File: src/rtl/seq_writeback_regfile_if.sv
// rtl/seq_writeback_regfile_if.sv - writeback/regfile bus bundle
//
// Purpose: groups the writeback inputs, the decode read ports and the
// status/trace outputs of seq_writeback_regfile into one bundle.
// Ports (master = driver side, slave = regfile side):
//   wb_en, icode, rA, rB, cnd, valE, valM : executed instruction to commit
//   srcA, srcB -> rdA, rdB                : combinational register reads
//   dstE, dstM                            : decoded destinations (trace)
//   halted, err, retired                  : processor status
interface seq_writeback_regfile_if #(
  parameter int WIDTH = 64
);
  logic             wb_en;
  logic [3:0]       icode;
  logic [3:0]       rA;
  logic [3:0]       rB;
  logic             cnd;
  logic [WIDTH-1:0] valE;
  logic [WIDTH-1:0] valM;
  logic [3:0]       srcA;
  logic [3:0]       srcB;
  logic [WIDTH-1:0] rdA;
  logic [WIDTH-1:0] rdB;
  logic [3:0]       dstE;
  logic [3:0]       dstM;
  logic             halted;
  logic             err;
  logic [63:0]      retired;

  modport master (
    output wb_en, icode, rA, rB, cnd, valE, valM, srcA, srcB,
    input  rdA, rdB, dstE, dstM, halted, err, retired
  );

  modport slave (
    input  wb_en, icode, rA, rB, cnd, valE, valM, srcA, srcB,
    output rdA, rdB, dstE, dstM, halted, err, retired
  );
endinterface

File: src/rtl/seq_writeback_regfile.sv
// rtl/seq_writeback_regfile.sv - SEQ Y86-64 writeback stage and register file
//
// Purpose: decodes dstE/dstM from the executed instruction, commits valE/valM
// into a 15-entry register file, serves two combinational read ports, and
// tracks processor status (RUN/HALT/ERR) plus the retired-instruction count.
// Ports:
//   clk  : clock, all state on the rising edge
//   rst  : synchronous active-high reset
//   wb   : seq_writeback_regfile_if.slave (see interface file)
module seq_writeback_regfile #(
  parameter int         WIDTH = 64,
  parameter logic [3:0] RSP   = 4'h4
) (
  input  logic                   clk,
  input  logic                   rst,
  seq_writeback_regfile_if.slave wb
);

  localparam int         NREGS   = 15;
  localparam logic [3:0] RNONE   = 4'hF;

  localparam logic [3:0] I_HALT   = 4'h0;
  localparam logic [3:0] I_CMOV   = 4'h2;
  localparam logic [3:0] I_IRMOV  = 4'h3;
  localparam logic [3:0] I_MRMOV  = 4'h5;
  localparam logic [3:0] I_OPQ    = 4'h6;
  localparam logic [3:0] I_CALL   = 4'h8;
  localparam logic [3:0] I_RET    = 4'h9;
  localparam logic [3:0] I_PUSH   = 4'hA;
  localparam logic [3:0] I_POP    = 4'hB;
  localparam logic [3:0] I_LASTOK = 4'hB;

  typedef enum logic [1:0] {
    ST_RUN  = 2'd0,
    ST_HALT = 2'd1,
    ST_ERR  = 2'd2
  } status_e;

  status_e          status_q, status_d;
  logic [63:0]      retired_q, retired_d;
  logic [WIDTH-1:0] regs_q [NREGS];

  logic [3:0]       dst_e;
  logic [3:0]       dst_m;
  logic             retire_en;

  // ---------------------------------------------------------------------------
  // Destination decode (independent of wb_en)
  // ---------------------------------------------------------------------------
  always_comb begin
    dst_e = RNONE;
    unique case (wb.icode)
      I_CMOV:                       dst_e = wb.cnd ? wb.rB : RNONE;
      I_IRMOV, I_OPQ:               dst_e = wb.rB;
      I_CALL, I_RET, I_PUSH, I_POP: dst_e = RSP;
      default:                      dst_e = RNONE;
    endcase
  end

  always_comb begin
    dst_m = RNONE;
    unique case (wb.icode)
      I_MRMOV, I_POP: dst_m = wb.rA;
      default:        dst_m = RNONE;
    endcase
  end

  assign wb.dstE = dst_e;
  assign wb.dstM = dst_m;

  // ---------------------------------------------------------------------------
  // Status FSM and retire decision
  // ---------------------------------------------------------------------------
  always_comb begin
    status_d  = status_q;
    retire_en = 1'b0;
    unique case (status_q)
      ST_RUN: begin
        if (wb.wb_en) begin
          if (wb.icode > I_LASTOK) begin
            // Invalid instruction: trap without retiring it.
            status_d = ST_ERR;
          end else begin
            // Halt retires like any other instruction; its dsts are RNONE,
            // so it performs no register write.
            retire_en = 1'b1;
            if (wb.icode == I_HALT) begin
              status_d = ST_HALT;
            end
          end
        end
      end
      ST_HALT: status_d = ST_HALT;
      ST_ERR:  status_d = ST_ERR;
      default: status_d = ST_ERR;
    endcase
  end

  always_comb begin
    retired_d = retired_q;
    if (retire_en) begin
      retired_d = retired_q + 64'd1;
    end
  end

  always_ff @(posedge clk) begin
    if (rst) begin
      status_q  <= ST_RUN;
      retired_q <= '0;
    end else begin
      status_q  <= status_d;
      retired_q <= retired_d;
    end
  end

  // ---------------------------------------------------------------------------
  // Register file. The M port wins when both ports target the same register
  // (popq %rsp loads the popped value, not the incremented stack pointer).
  // ---------------------------------------------------------------------------
  always_ff @(posedge clk) begin
    if (rst) begin
      for (int i = 0; i < NREGS; i++) begin
        regs_q[i] <= WIDTH'(i);
      end
    end else if (retire_en) begin
      for (int i = 0; i < NREGS; i++) begin
        if (dst_m == 4'(i)) begin
          regs_q[i] <= wb.valM;
        end else if (dst_e == 4'(i)) begin
          regs_q[i] <= wb.valE;
        end
      end
    end
  end

  // ---------------------------------------------------------------------------
  // Read ports: no bypass, RNONE reads as zero
  // ---------------------------------------------------------------------------
  always_comb begin
    wb.rdA = '0;
    for (int i = 0; i < NREGS; i++) begin
      if (wb.srcA == 4'(i)) begin
        wb.rdA = regs_q[i];
      end
    end
  end

  always_comb begin
    wb.rdB = '0;
    for (int i = 0; i < NREGS; i++) begin
      if (wb.srcB == 4'(i)) begin
        wb.rdB = regs_q[i];
      end
    end
  end

  assign wb.halted  = (status_q == ST_HALT);
  assign wb.err     = (status_q == ST_ERR);
  assign wb.retired = retired_q;

endmodule

File: src/flat_wrapper.sv
// flat-port wrapper written by rule: the top's interface ports become plain ports
module seq_writeback_regfile_flat 
#(
  parameter int         WIDTH = 64,
  parameter logic [3:0] RSP   = 4'h4
)
  (clk, rst, wb_wb_en, wb_icode, wb_rA, wb_rB, wb_cnd, wb_valE, wb_valM, wb_srcA, wb_srcB, wb_rdA, wb_rdB, wb_dstE, wb_dstM, wb_halted, wb_err, wb_retired);
  seq_writeback_regfile_if #(.WIDTH(WIDTH)) wb_i ();
  input  logic clk;
  input  logic rst;
  input wire logic [$bits(wb_i.wb_en)-1:0] wb_wb_en;
  input wire logic [$bits(wb_i.icode)-1:0] wb_icode;
  input wire logic [$bits(wb_i.rA)-1:0] wb_rA;
  input wire logic [$bits(wb_i.rB)-1:0] wb_rB;
  input wire logic [$bits(wb_i.cnd)-1:0] wb_cnd;
  input wire logic [$bits(wb_i.valE)-1:0] wb_valE;
  input wire logic [$bits(wb_i.valM)-1:0] wb_valM;
  input wire logic [$bits(wb_i.srcA)-1:0] wb_srcA;
  input wire logic [$bits(wb_i.srcB)-1:0] wb_srcB;
  output wire logic [$bits(wb_i.rdA)-1:0] wb_rdA;
  output wire logic [$bits(wb_i.rdB)-1:0] wb_rdB;
  output wire logic [$bits(wb_i.dstE)-1:0] wb_dstE;
  output wire logic [$bits(wb_i.dstM)-1:0] wb_dstM;
  output wire logic [$bits(wb_i.halted)-1:0] wb_halted;
  output wire logic [$bits(wb_i.err)-1:0] wb_err;
  output wire logic [$bits(wb_i.retired)-1:0] wb_retired;
  assign wb_i.wb_en = wb_wb_en;
  assign wb_i.icode = wb_icode;
  assign wb_i.rA = wb_rA;
  assign wb_i.rB = wb_rB;
  assign wb_i.cnd = wb_cnd;
  assign wb_i.valE = wb_valE;
  assign wb_i.valM = wb_valM;
  assign wb_i.srcA = wb_srcA;
  assign wb_i.srcB = wb_srcB;
  assign wb_rdA = wb_i.rdA;
  assign wb_rdB = wb_i.rdB;
  assign wb_dstE = wb_i.dstE;
  assign wb_dstM = wb_i.dstM;
  assign wb_halted = wb_i.halted;
  assign wb_err = wb_i.err;
  assign wb_retired = wb_i.retired;
  seq_writeback_regfile #(.WIDTH(WIDTH), .RSP(RSP)) u_core (.clk(clk), .rst(rst), .wb(wb_i));
endmodule
File: config.mk
export PLATFORM = sky130hd
export DESIGN_NAME = seq_writeback_regfile_flat
export DESIGN_NICKNAME = d
export VERILOG_FILES = /design/src/rtl/seq_writeback_regfile_if.sv /design/src/rtl/seq_writeback_regfile.sv /design/src/flat_wrapper.sv
export SDC_FILE = /design/constraint.sdc
export NUM_CORES = 2
export LEC_CHECK = 0
export ABC_AREA = 1
export CAP_MARGIN = 20
export CORE_ASPECT_RATIO = 1.5
export CORE_MARGIN = 2
export CORE_UTILIZATION = 27
export CTS_CLUSTER_SIZE = 25
export DETAILED_ROUTE_END_ITERATION = 8
export SYNTH_ARGS = -nofsm -noshare
export SYNTH_HDL_FRONTEND = slang
export SYNTH_SLANG_ARGS = --single-unit
File: constraint.sdc
create_clock -name clk -period 13.85 [get_ports clk]
set_input_delay 1.385 -clock clk [delete_from_list [all_inputs] [get_ports clk]]
set_output_delay 1.385 -clock clk [all_outputs]
set_load 0.05 [all_outputs]
==> run_results.csv <==
group,metric,value,unit
die,start_util,27.18,%
timing,clock_skew,0.05180,ns
final_layout,finalNonFillerCells,9709,
cts,cts-root-buf,"clkbuf_16",
setup_path,reg2reg_depth,8,
routing,vias,56720,
worst_hold_path,hp-class,"reg -> reg",
cts,numCtsBuffers,100,
setup_path,timing.rr.start,"u_core.status_q[1]",
die,pin_count,354,
setup_path,worstPathMaxFanout,46,
grt,grt_use_total,24.22,%
die,die_h,567.2,um
synthesis,synthMuxAreaShare,0,%
power_and_ir_drop,p_sw_share,29.21,%
power_and_ir_drop,power_density,114.6,nW/um^2
synthesis,synthFlopType,"edfxtp_1",
setup_path,rr_endpoint,"u_core.regs_q[0][198]",
power_and_ir_drop,p_int,5.407,mW
synthesis,yosysUniqueCellTypes,46,
setup_path,end_kind,"output port",
routing,drt_iter0_drc,7870,
synthesis,synth_xor_area_share,0.4909,%
routing,dr.pass1.iters,8,
routing,wirelength,272300,um
power_and_ir_drop,clkPwrFrac,38.0,%
cts,cts_setup_buffers,0,
cts,hold_buffers,0,
synthesis,synth_seq_cells,1026,
timing,setup_tns,0,ns
synthesis,synth.top_cells.by_area,"edfxtp_1 (50%), nand2_1 (10%), o22ai_1 (9.3%)",
cts,clock_latency,0.73,ns
cts,cts.sinks,1026,
synthesis,async_flop_share,0,%
setup_path,max_stage_delay,0.85,ns
synthesis,syn-cell-area,57100,um^2
cts,cts.path.max_buffers,3,
timing,fin_crit_sh,54.97,%
grt,grt_overflow,0,
setup_path,start_kind,"input pin",
routing,drcViolationCount,0,
cts,ctsResizeCount,0,
grt,grt_pass1_wl,382300,um
routing,vias_per_cell,5.842,
flow_run,maxCapViolations,0,
synthesis,synthAdderAreaFrac,0.02191,%
place,place_inst,9505,
timing,fin_ws,6.237,ns
power_and_ir_drop,leakagePower,23.45,nW
power_and_ir_drop,comb_power_share,14.8,%
place,place_hpwl,161500,um
outcome,status,"completed",
timing,max_slew_margin,14.85,%
setup_path,crit_slowest_cell,"clkdlybuf4s50_1",
power_and_ir_drop,vdd.ir_drop.worst,0.09117,mV
grt,antenna_found_initial,32,
timing,timing.hold.ws,0.5078,ns
grt,grt_pass1_vias,55710,
timing,slew_violations,0,
die,placementRows,206,
synthesis,syn-num-nets,6981,
routing,wire_per_inst,28.05,um
synthesis,yosysTopAreaCell,"edfxtp_1",
die,die_x,379.5,um
power_and_ir_drop,power_switching,2.231,mW
synthesis,synth_top_cell_area_share,50.49,%
synthesis,synth_top_family_by_area,"simple AND/OR/NAND/NOR gates",
synthesis,yosysWarnings,0,
synthesis,synth_compound_area_share,12.87,%
timing,max_freq,131.4,MHz
setup_path,path_class,"in -> out",
final_layout,nNetsFinal,6955,
setup_path,r2r_setup_slack,8.13,ns
die,dieArea,215200,um^2
synthesis,synth-edff-count,960,
final_layout,area_growth,16.69,%
final_layout,nFillCells,21730,
synthesis,yosys.area_share.simple,25.66,%
timing,tightest_slew,1.277,ns
grt,grt_max_degree,91,
routing,drtAntennaViolNets,0,
cts,htreeDepth,3,
place,place_congestion,0.9172,
timing,min_period,7.613,ns
timing,rsz0062_at_grt,"false",
place,io_buffers,353,
die,core,210100,um^2
timing,setup_viol,0,
timing,hold_viol_final,0,
setup_path,crit_arrival,6.23,ns
synthesis,syn_inst,6828,
cts,clk_pin_slew,0.07,ns
worst_hold_path,hold_end,"u_core.wb.retired[63]",
setup_path,crit_chain,"clkdlybuf4s50_1 -> inv_1 -> nor2_4 -> buf_4 -> inv_1 -> nor2_4 -> buf_4 -> a21oi_1 -> nand3_1 -> nand2_1 -> nand4_1 -> clkdlybuf4s50_1",
worst_hold_path,worstHoldPathCells,2,
place,dp_slack,6.479,ns
final_layout,drive_gt1_share,6.492,%
synthesis,syn_avg_cell_area,8.362,um^2
cts,cts_tree,"yes",
worst_hold_path,hold_start,"u_core.wb.retired[63]",
setup_path,critical_path_required,12.47,ns
power_and_ir_drop,p_seq_share,47.2,%
synthesis,seq_area_frac_synth,52.80,%
-- cells in the mapped netlist, types with 4 or more instances --
| library cell | instances |
|---|---|
| or2_2 | 65 |
| nor3_2 | 4 |
| inv_2 | 13 |
| nand3_2 | 5 |
| nor2_2 | 11 |
| inv_1 | 580 |
| nor2_1 | 617 |
| nor3_1 | 45 |
| nand4_1 | 365 |
| dfxtp_1 | 66 |
| buf_1 | 40 |
| o21ai_1 | 92 |
| o22ai_1 | 851 |
| nand3b_1 | 4 |
| xor2_1 | 20 |
| xnor2_1 | 12 |
| nand2_1 | 1590 |
| edfxtp_1 | 960 |
| clkbuf_1 | 418 |
| nor3b_1 | 5 |
| buf_6 | 6 |
| nor4_1 | 4 |
| buf_2 | 121 |
| o21ai_0 | 88 |
| nor2_4 | 9 |
| clkinv_1 | 9 |
| nand3_1 | 601 |
| a21oi_1 | 206 |
-- cells by family after synthesis --
group | after synthesis
buffers and inverters | 1188
adder cells (fa/ha/maj) | 1
XOR/XNOR | 32
AO/OA/AOI/OAI | 1248
AND/OR/NAND/NOR | 3333
flip-flops | 1026
-- registers in the layout, summed over array words and instances (netlist names) --
| name | cells |
|---|---|
| u_core.regs_q | 960 |
| u_core.wb.retired | 64 |
| u_core.status_q | 2 |
-- worst max-delay path: cells and delay by family --
family | cells | cell delay, ns
AO/OA/AOI/OAI | 1 | 0.14
buffers and inverters | 6 | 3.30
AND/OR/NAND/NOR | 5 | 1.25
-- layout make-up --
class	count	area, um^2	share of cell area, %
Sequential cell	1026	30150	45.25
Multi-Input combinational cell	4614	22920	34.41
Timing Repair Buffer	458	4422	6.636
Tap cell	2808	3513	5.273
Clock buffer	118	2613	3.921
Inverter	602	2262	3.395
Clock inverter	67	706.9	1.061
Antenna cell	16	40.04	0.06009
-- per-layer routing --
metal | global-route usage, % | routed length (um) | part of all wire, %
met5 | 0 | 283 | 0.10
met4 | 17.02 | 21180 | 7.8
met3 | 6.648 | 31740 | 12
met2 | 40.14 | 128000 | 47
met1 | 26.66 | 91080 | 33
-- how the worst max path moves through the flow --
stage / startpoint / to / slack (ns) / depth (start not counted)
floorplan: wb_icode[1] / u_core.regs_q[0][832] / 3.60 / 8
global placement: wb_srcA[3] / wb_rdA[12] / 6.49 / 11
detailed placement: wb_srcA[1] / wb_rdA[26] / 6.48 / 12
CTS: wb_srcA[3] / wb_rdA[12] / 6.47 / 11
global route: wb_srcA[1] / wb_rdA[30] / 6.28 / 12
finish: wb_srcA[1] / wb_rdA[26] / 6.24 / 12
-- through the flow --
step	cell area, um^2	util, %	total power [mW]
final	66630	31.72	7.638
after global routing	66590	31.70	7.795
after floorplan	57100	-	4.285
after global placement	63120	30.05	4.760
after detailed placement	63190	30.08	4.775
after CTS	66510	31.66	7.617
-- cells in the final DEF (no fill, tap or decap), types with 18 or more instances in the layout --
cell type,synthesis,routed
nand3_4,0,20
clkinv_1,9,29
o22ai_1,851,851
a21oi_1,206,206
nor2_1,617,588
nor3_1,45,45
nand2_1,1590,1570
nand2_4,1,18
inv_1,580,573
clkinv_2,0,22
o21ai_1,92,92
clkdlybuf4s50_1,0,352
nand4_1,365,365
buf_4,1,99
clkbuf_16,0,102
nor2_4,9,40
inv_2,13,20
edfxtp_1,960,960
xor2_1,20,20
nand3_1,601,584
or2_2,65,65
dfxtp_1,66,66
o21ai_0,88,88
-- power groups by stage --
stage | Combinational (mW) | Clock [mW] | Sequential (mW)
2_1_floorplan | 0.621 | 0 | 3.66
3_3_place_gp | 1.10 | 0 | 3.66
3_5_place_dp | 1.11 | 0 | 3.67
4_1_cts | 1.11 | 2.91 | 3.60
5_1_grt | 1.17 | 3.00 | 3.62
6_report | 1.13 | 2.90 | 3.61
Power figures use the tool's default switching activity.
